==> src/rtl/fetch_queue_unit_if.sv <==
// fetch_queue_unit_if: icache request/response, redirect and decode handshake bundle
interface fetch_queue_unit_if #(
    parameter int XLEN  = 32,
    parameter int DEPTH = 4
);
    logic                       icache_req_valid;
    logic                       icache_req_ready;
    logic [XLEN-1:0]            icache_addr;
    logic                       icache_resp_valid;
    logic [31:0]                icache_dout;
    logic                       redirect_valid;
    logic [XLEN-1:0]            redirect_pc;
    logic                       inst_valid;
    logic                       inst_ready;
    logic [31:0]                inst_out;
    logic [XLEN-1:0]            pc_out;
    logic [$clog2(DEPTH+1)-1:0] queue_count;

    modport master (
        output icache_req_valid, icache_addr, inst_valid, inst_out, pc_out, queue_count,
        input  icache_req_ready, icache_resp_valid, icache_dout, redirect_valid, redirect_pc, inst_ready
    );

    modport slave (
        input  icache_req_valid, icache_addr, inst_valid, inst_out, pc_out, queue_count,
        output icache_req_ready, icache_resp_valid, icache_dout, redirect_valid, redirect_pc, inst_ready
    );
endinterface

==> src/rtl/fetch_queue_unit.sv <==
// fetch_queue_unit: credit-limited instruction fetch with PC-tagged prefetch queue and redirect flush
module fetch_queue_unit #(
    parameter int              XLEN     = 32,
    parameter int              DEPTH    = 4,
    parameter logic [XLEN-1:0] RESET_PC = 32'h0000_2000
) (
    input logic clk,
    input logic reset,
    fetch_queue_unit_if.master bus
);
    localparam int CW = $clog2(DEPTH + 1);
    localparam int PW = $clog2(DEPTH);
    localparam logic [CW:0] FULL = (CW + 1)'(DEPTH);

    logic [XLEN-1:0] fetch_pc, resp_pc;
    logic [CW-1:0]   count, outstanding, drop_cnt;
    logic [PW-1:0]   wr_ptr, rd_ptr;
    logic [31:0]     mem_inst [DEPTH];
    logic [XLEN-1:0] mem_pc   [DEPTH];
    logic [XLEN-1:0] target;
    logic [1:0]      unused_lsb;
    logic            resp_ok, req_fire, push, pop;

    assign target     = {bus.redirect_pc[XLEN-1:2], 2'b00};
    assign unused_lsb = bus.redirect_pc[1:0];
    assign resp_ok    = bus.icache_resp_valid && outstanding != '0;
    assign req_fire   = bus.icache_req_valid && bus.icache_req_ready;
    assign push       = resp_ok && drop_cnt == '0 && !bus.redirect_valid;
    assign pop        = count != '0 && bus.inst_ready && !bus.redirect_valid;

    assign bus.icache_req_valid = reset && !bus.redirect_valid && ({1'b0, count} + {1'b0, outstanding} < FULL);
    assign bus.icache_addr      = fetch_pc;
    assign bus.inst_valid       = count != '0;
    assign bus.inst_out         = mem_inst[rd_ptr];
    assign bus.pc_out           = mem_pc[rd_ptr];
    assign bus.queue_count      = count;

    // fetch/response PCs, credit counters, queue pointers; a redirect overrides every other update
    always_ff @(posedge clk or negedge reset) begin
        if (!reset) begin
            fetch_pc    <= RESET_PC;
            resp_pc     <= RESET_PC;
            count       <= '0;
            outstanding <= '0;
            drop_cnt    <= '0;
            wr_ptr      <= '0;
            rd_ptr      <= '0;
        end else begin
            outstanding <= outstanding + CW'(req_fire) - CW'(resp_ok);
            if (bus.redirect_valid) begin
                fetch_pc <= target;
                resp_pc  <= target;
                count    <= '0;
                rd_ptr   <= wr_ptr;
                drop_cnt <= outstanding - CW'(resp_ok);
            end else begin
                if (req_fire) fetch_pc <= fetch_pc + XLEN'(4);
                if (resp_ok && drop_cnt != '0) drop_cnt <= drop_cnt - CW'(1);
                if (push) begin
                    wr_ptr  <= wr_ptr + PW'(1);
                    resp_pc <= resp_pc + XLEN'(4);
                end
                if (pop) rd_ptr <= rd_ptr + PW'(1);
                count <= count + CW'(push) - CW'(pop);
            end
        end
    end

    // queue storage: each accepted response is written with the PC it was fetched from
    always_ff @(posedge clk or negedge reset) begin
        if (!reset) begin
            for (int i = 0; i < DEPTH; i++) begin
                mem_inst[i] <= '0;
                mem_pc[i]   <= '0;
            end
        end else if (push) begin
            mem_inst[wr_ptr] <= bus.icache_dout;
            mem_pc[wr_ptr]   <= resp_pc;
        end
    end
endmodule
==> src/flat_wrapper.sv <==
// flat-port wrapper written by rule: the top's interface ports become plain ports
module fetch_queue_unit_flat 
#(
    parameter int              XLEN     = 32,
    parameter int              DEPTH    = 4,
    parameter logic [XLEN-1:0] RESET_PC = 32'h0000_2000
)
  (clk, reset, bus_icache_req_valid, bus_icache_addr, bus_inst_valid, bus_inst_out, bus_pc_out, bus_queue_count, bus_icache_req_ready, bus_icache_resp_valid, bus_icache_dout, bus_redirect_valid, bus_redirect_pc, bus_inst_ready);
  fetch_queue_unit_if #(.XLEN(XLEN), .DEPTH(DEPTH)) bus_i ();
  input logic clk;
  input logic reset;
  output wire logic [$bits(bus_i.icache_req_valid)-1:0] bus_icache_req_valid;
  output wire logic [$bits(bus_i.icache_addr)-1:0] bus_icache_addr;
  output wire logic [$bits(bus_i.inst_valid)-1:0] bus_inst_valid;
  output wire logic [$bits(bus_i.inst_out)-1:0] bus_inst_out;
  output wire logic [$bits(bus_i.pc_out)-1:0] bus_pc_out;
  output wire logic [$bits(bus_i.queue_count)-1:0] bus_queue_count;
  input wire logic [$bits(bus_i.icache_req_ready)-1:0] bus_icache_req_ready;
  input wire logic [$bits(bus_i.icache_resp_valid)-1:0] bus_icache_resp_valid;
  input wire logic [$bits(bus_i.icache_dout)-1:0] bus_icache_dout;
  input wire logic [$bits(bus_i.redirect_valid)-1:0] bus_redirect_valid;
  input wire logic [$bits(bus_i.redirect_pc)-1:0] bus_redirect_pc;
  input wire logic [$bits(bus_i.inst_ready)-1:0] bus_inst_ready;
  assign bus_icache_req_valid = bus_i.icache_req_valid;
  assign bus_icache_addr = bus_i.icache_addr;
  assign bus_inst_valid = bus_i.inst_valid;
  assign bus_inst_out = bus_i.inst_out;
  assign bus_pc_out = bus_i.pc_out;
  assign bus_queue_count = bus_i.queue_count;
  assign bus_i.icache_req_ready = bus_icache_req_ready;
  assign bus_i.icache_resp_valid = bus_icache_resp_valid;
  assign bus_i.icache_dout = bus_icache_dout;
  assign bus_i.redirect_valid = bus_redirect_valid;
  assign bus_i.redirect_pc = bus_redirect_pc;
  assign bus_i.inst_ready = bus_inst_ready;
  fetch_queue_unit #(.XLEN(XLEN), .DEPTH(DEPTH), .RESET_PC(RESET_PC)) u_core (.clk(clk), .reset(reset), .bus(bus_i));
endmodule
==> config.mk <==
export PLATFORM = sky130hd
export DESIGN_NAME = fetch_queue_unit_flat
export DESIGN_NICKNAME = d
export VERILOG_FILES = /design/src/rtl/fetch_queue_unit_if.sv /design/src/rtl/fetch_queue_unit.sv /design/src/flat_wrapper.sv
export SDC_FILE = /design/constraint.sdc
export NUM_CORES = 1
export LEC_CHECK = 0
export CORE_ASPECT_RATIO = 1.1
export CORE_MARGIN = 4
export CORE_UTILIZATION = 50
export CTS_BUF_LIST = sky130_fd_sc_hd__clkbuf_8
export DETAILED_ROUTE_END_ITERATION = 6
export GPL_TIMING_DRIVEN = 0
export HOLD_SLACK_MARGIN = 0.15
export PLACE_DENSITY = 0.79
export RECOVER_POWER = 50
export SETUP_SLACK_MARGIN = 0.02
export SLEW_MARGIN = 20
export SYNTH_ARGS = -nofsm -noshare
export SYNTH_HDL_FRONTEND = slang
export SYNTH_SLANG_ARGS = --single-unit
==> constraint.sdc <==
create_clock -name clk -period 3.7 [get_ports clk]
set_input_delay 0.74 -clock clk [delete_from_list [all_inputs] [get_ports clk]]
set_output_delay 0.74 -clock clk [all_outputs]
set_load 0.005 [all_outputs]
==> flow_summary.ini <==
[synthesis]
synth_compound_area_share_pct = 3.72
yosysWarnings = 0
synth_edf_count = 0
ys_types = 51
yosys.area.top_type = dfrtp_1
synth_area_per_cell_sq_um = 14.0
synth_top_family_by_area = multiplexers
synthTopCellsByArea = dfrtp_1 (53%), mux2_2 (18%), mux4_2 (9.3%), xor2_1 (1.3%), ha_1 (1.3%)
synth_seq_cells = 321
ys_seq_area_share_pct = 53.6
synthesis.area_sq_mm = 0.0150
synth_xor_area_share_pct = 2.63
synthArstFlopShare_pct = 100
synthDominantCellAreaShare_pct = 53.3
muxShareOfSynthArea_pct = 28.6
synth_flop_cell = dfrtp_1
synth-simple-area-share_pct = 6.73
synth_fa_ha_area_share_pct = 1.60
syn_inst = 1074

[drt]
initialDrtViolationCount = 572
wirelength_mm = 34.8
dr_total_vias = 9862
dr.pass1.iters = 5
ant_nets = 0
drc = 0
avgRoutedWirePerCell_um = 20.4
avgViaCountPerCell = 5.78

[grt]
grt_pass1_vias = 10640
grt_use_total_pct = 21.4
grt_pass1_wl_mm = 57.0
grt_max_degree = 99
gr-total-overflow = 0
antenna_found_initial = 0

[sta]
timing.final.crit_period_ps = 3520
hold_viol = 0
fin_crit_sh_pct = 95.1
fmax_mhz = 284
finClkSkew_ps = 17.9
worstMarginPinSlew_ps = 2420
setup_ws_ps = 182
setup_violations = 0
slew_headroom_pct = -61.2
slew_violations = 173
rsz0062_at_grt = no

[final_layout]
final_cell_mix = dfrtp_1 (318), mux2_2 (246), clkdlybuf4s50_1 (131), clkbuf_8 (66), mux4_2 (62)
final_common_cell = dfrtp_1
drive_gt1_share_pct = 33.3
n_fill_cell = 2299
final_cells = 1706
diodes = 0
design_area_sq_mm = 0.0181
area_growth_syn_to_layout_pct = 21.0
nets = 1384

[setup_path]
crit_slowest_cell = clkbuf_1
path_buf_inv = 3
cp-start-kind = flop
slowest_delay_ps = 580
worst_ep_required_time_ps = 2960
critical_path.top_delay_family = buffers and inverters
cp_cell_sequence = clkbuf_1 > clkbuf_2 > mux4_2 > clkdlybuf4s50_1
crit_type = flop to output port
worstSetupEndpointType = output port
cp_data_arrival_time_ps = 2780
crit_path_max_fanout = 10

[floorplanning]
start_util_pct = 50.7
die_h_um = 190
core.rowCount = 66
die-area_sq_mm = 0.0328
top_level_ports = 171
core_sq_mm = 0.0296
die_w_um = 173

[power_and_ir_drop]
power_density_mw_per_mm2 = 727
p_leak_nw = 8.11
ir_worst_vdd_mv = 0.304

[outcome]
violations = max-capacitance violations, max-slew violations
status = finished, violations left

[clock_tree]
insertion_delay_ps = 550
clock_sinks = 321
cts_setup_buffers = 0
numCtsBuffers = 51
htree_levels = 2
cts_tree = yes
root_buffer = clkbuf_8
cts.path.max_buffers = 3
cts.clk_slew.worst_paths_ps = 60

[place]
dp_hpwl_mm = 24.7
port_buffers = 164
post-place-ws_ps = -582
placed_area_sq_mm = 0.0172
routabilityCongestion = 0.880
dp.cells = 1618

[job]
max_cap_viol_count = 2

[worst_hold_path]
worst_hold_path_type = input port to asynchronous set/reset pin
-- layout make-up --
type	instances	area [sq um]	area share, %
Sequential cell	321	8040	44.3
Clock buffer	66	908	5.01
Timing Repair Buffer	167	1680	9.28
Multi-Input combinational cell	662	6460	35.6
Buffer	71	385	2.12
Clock inverter	23	116	0.641
Tap cell	374	468	2.58
Inverter	22	82.6	0.455
-- repair_timing --
action,in CTS,in global routing
setup endpoints to repair,60,2
resized for setup,7,2
hold endpoints to repair,0,0
hold buffers,0,0
-- state kept, by name (all words and copies together) (netlist names) --
| name | flops |
|---|---|
| u_core.bus.icache_addr | 30 |
| u_core.bus.queue_count | 3 |
| u_core.drop_cnt | 3 |
| u_core.mem_inst | 128 |
| u_core.mem_pc | 120 |
| u_core.outstanding | 3 |
| u_core.rd_ptr | 2 |
| u_core.resp_pc | 30 |
| u_core.wr_ptr | 2 |
-- cell usage after synthesis, drive strengths merged (12+ instances only) --
cell type,instances
o211ai,14
mux4,62
xnor2,22
clkbuf,27
nand2,52
nand3,33
nor2,24
ha,16
xor2,23
o21ai,40
buf,45
nor3,12
mux2,254
inv,22
dfrtp,319
nand4,22
-- cell families after synthesis --
kind of cell / count (synthesis)
DFF: 321
muxes: 319
and+or+nand+nor: 191
buffers and inverters: 94
AOI/OAI and AO/OA: 85
xor gates and xnor gates: 45
adders and majority gates: 18
other: 1
-- metal layers --
layer	GRT usage (%)	wire (um)
met1	28.9	15000
met2	35.9	17000
met3	4.07	2100
met4	5.99	758
met5	0	0
-- power breakdown --
part | switching [mW] | internal (mW)
logic | 1.73 | 2.95
registers | 0.756 | 4.77
clock network | 1.33 | 1.65
-- worst paths after layout --
path / startpoint / to / slack, ps / cells past startpoint
worst min register to register: u_core.mem_pc[109] / u_core.mem_pc[109] / 490 / 1
worst min-delay path: reset / u_core.mem_inst[121] / 150 / 1
min in group clk: u_core.mem_pc[109] / u_core.mem_pc[109] / 490 / 1
worst max-delay path: u_core.rd_ptr[1] / bus_pc_out[24] / 180 / 4
max in group asynchronous: reset / u_core.bus.icache_addr[23] / 810 / 2
worst max register to register: u_core.drop_cnt[0] / u_core.mem_inst[122] / 550 / 9
-- per-stage QoR --
step                hold WS, ps  TNS [ps]  utilization (%)  power (mW)
floorplan                   444         0                -        8.18
global placement            462  -4077780             57.9        10.2
detailed placement          474     -1290             58.2        10.4
CTS                         159         0             61.7        13.4
global route                156         0             61.4        14.0
finish                      147         0             61.4        13.2
No activity file was read; power rests on OpenSTA's default activity.
==> patch, RTL diff (config.mk and constraints unchanged) <==
`RESET_PC` is set to 32'h0000_2000 in 2 places; all go to 32'h00001800.
--- a/src/rtl/fetch_queue_unit.sv
+++ b/src/rtl/fetch_queue_unit.sv
@@ -2,7 +2,7 @@
 module fetch_queue_unit #(
     parameter int              XLEN     = 32,
     parameter int              DEPTH    = 4,
-    parameter logic [XLEN-1:0] RESET_PC = 32'h0000_2000
+    parameter logic [XLEN-1:0] RESET_PC = 32'h00001800
 ) (
     input logic clk,
     input logic reset,
--- a/src/flat_wrapper.sv
+++ b/src/flat_wrapper.sv
@@ -3,7 +3,7 @@
 #(
     parameter int              XLEN     = 32,
     parameter int              DEPTH    = 4,
-    parameter logic [XLEN-1:0] RESET_PC = 32'h0000_2000
+    parameter logic [XLEN-1:0] RESET_PC = 32'h00001800
 )
   (clk, reset, bus_icache_req_valid, bus_icache_addr, bus_inst_valid, bus_inst_out, bus_pc_out, bus_queue_count, bus_icache_req_ready, bus_icache_resp_valid, bus_icache_dout, bus_redirect_valid, bus_redirect_pc, bus_inst_ready);
   fetch_queue_unit_if #(.XLEN(XLEN), .DEPTH(DEPTH)) bus_i ();
Formal check against the unedited RTL: not equivalent (a bounded check fails within 4 cycles, from zero or initial values and one cycle with reset low).
==> patch against the original RTL <==
  * The run still ends with max-capacitance violations, max-slew violations left
  * Critical path depth shrank 1
  * Total power shrank 0.43%
  * Routed wire length shrank 1.4%
  * Synthesized area is essentially flat
  * Cell area grew 0.15%
  * Worst setup slack lost 0.0066 ns
  * Sequential cell count is the same
  * Largest power group unchanged
==> patch: results <==
group,metric,value,unit
yosys,synth-adder-area-share,0.0160,
placed_design,place_area,17200,um^2
setup_path,rr_worst_depth,11,
timing,slew_headroom,-0.825,
placed_design,port_buffers,164,
setup_path,r2r_start,"u_core.outstanding[2]",
clock_tree,numCtsBuffers,52,
yosys,synth_common_cells,"317 x dfrtp_1, 246 x mux2_2, 62 x mux4_2",
power,irDropWorstVdd,321,uV
yosys,yosysSeqAreaShare,0.536,
setup_path,critical_path.max_stage_delay,0.70,ns
layout,post_route_cells_drive_above_1_share,0.330,
yosys,synthMuxAreaShare,0.286,
status,violations,"max-capacitance violations, max-slew violations",
status,status,"finished with violations",
timing,slew_viol_final,224,
setup_path,critical_path.slowest_cell,"dfrtp_1",
placed_design,gp_congestion,0.892,
run,maxCapViolations,3,
route,drtIter0Drc,570,
yosys,synth_compound_area_frac,0.0372,
global_route,grt_pass1_vias,10466,
layout,nets,1386,
layout,finalCoreUtilization,0.615,
yosys,ys.flop_type,"dfrtp_1",
global_route,grt_pass1_wl,55800,um
global_route,grt_start_max_net_pins,97,
layout,nFillCells,2276,
route,wl_per_cell,20.1,um
route,viasPerCell,5.74,
global_route,grt_usage,0.211,
power,leakagePower,0.00812,uW
yosys,synthTopCellsByArea,"dfrtp_1 53%, mux2_2 18%, mux4_2 9.3%",
power,p_switching,3820,uW
timing,skew,0.0217,ns
placed_design,hpwl,24100,um
clock_tree,clk_latency,0.58,ns
yosys,ys_warn_count,0,
-- patch: logic make-up after synthesis --
logic type      after synthesis
flops                       321
mux                         319
simple gates                191
buf+inv                      94
compound gates               85
xor+xnor                     45
fa+ha+maj                    18
other cells                   1
-- patch: what timing repair did --
action                     in CTS  in global routing
setup endpoints to repair      60                  1
resized for setup               3                  2
hold endpoints to repair       60                  0
setup buffers                   0                  0
gates cloned                    0                  0
hold buffers                    2                  0
-- patch: path summary, 6_finish.rpt --
| path | slack, ns | to |
|---|---|---|
| max | 0.18 | bus_pc_out[27] |
| min | 0.19 | u_core.mem_inst[86] |
| max reg2reg | 0.50 | u_core.outstanding[2] |
| min reg2reg | 0.49 | u_core.mem_pc[127] |
| max in group asynchronous | 0.76 | u_core.mem_pc[124] |
| min in group clk | 0.49 | u_core.mem_pc[127] |
-- patch: power groups by stage --
stage	registers, uW	logic (uW)	clock network [uW]
2_1_floorplan	5300	2890	0
3_3_place_gp	5480	4680	0
3_5_place_dp	5550	4810	0
4_1_cts	5560	4770	3060
5_1_grt	5710	5030	3220
6_report	5540	4620	2970
-- patch: layout make-up --
| cell class | instances | area share |
|---|---|---|
| Clock buffer | 63 | 0.0477 |
| Inverter | 22 | 0.00454 |
| Clock inverter | 31 | 0.00888 |
| Multi-Input combinational cell | 662 | 0.356 |
| Sequential cell | 321 | 0.442 |
| Tap cell | 374 | 0.0258 |
| Buffer | 70 | 0.0207 |
| Timing Repair Buffer | 169 | 0.0938 |
-- patch: metal layers --
| layer | GRT usage | share of wire | vias to the layer above |
|---|---|---|---|
| met4 | 0.0629 | 0.025 | 0 |
| met5 | 0 | 0 | - |
| met2 | 0.352 | 0.49 | 326 |
| met3 | 0.0441 | 0.057 | 68 |
| li1 | - | - | 4384 |
| met1 | 0.282 | 0.43 | 5045 |
-- patch: metrics by stage --
stage	setup WS, ns	instances	TNS [ns]
2_1_floorplan	0.874	1077	0
3_5_place_dp	-0.436	1618	-1.54
3_3_place_gp	-11.77	1615	-4093.74
6_report	0.176	1712	0
4_1_cts	0.129	1712	0
5_1_grt	0.0448	1712	0
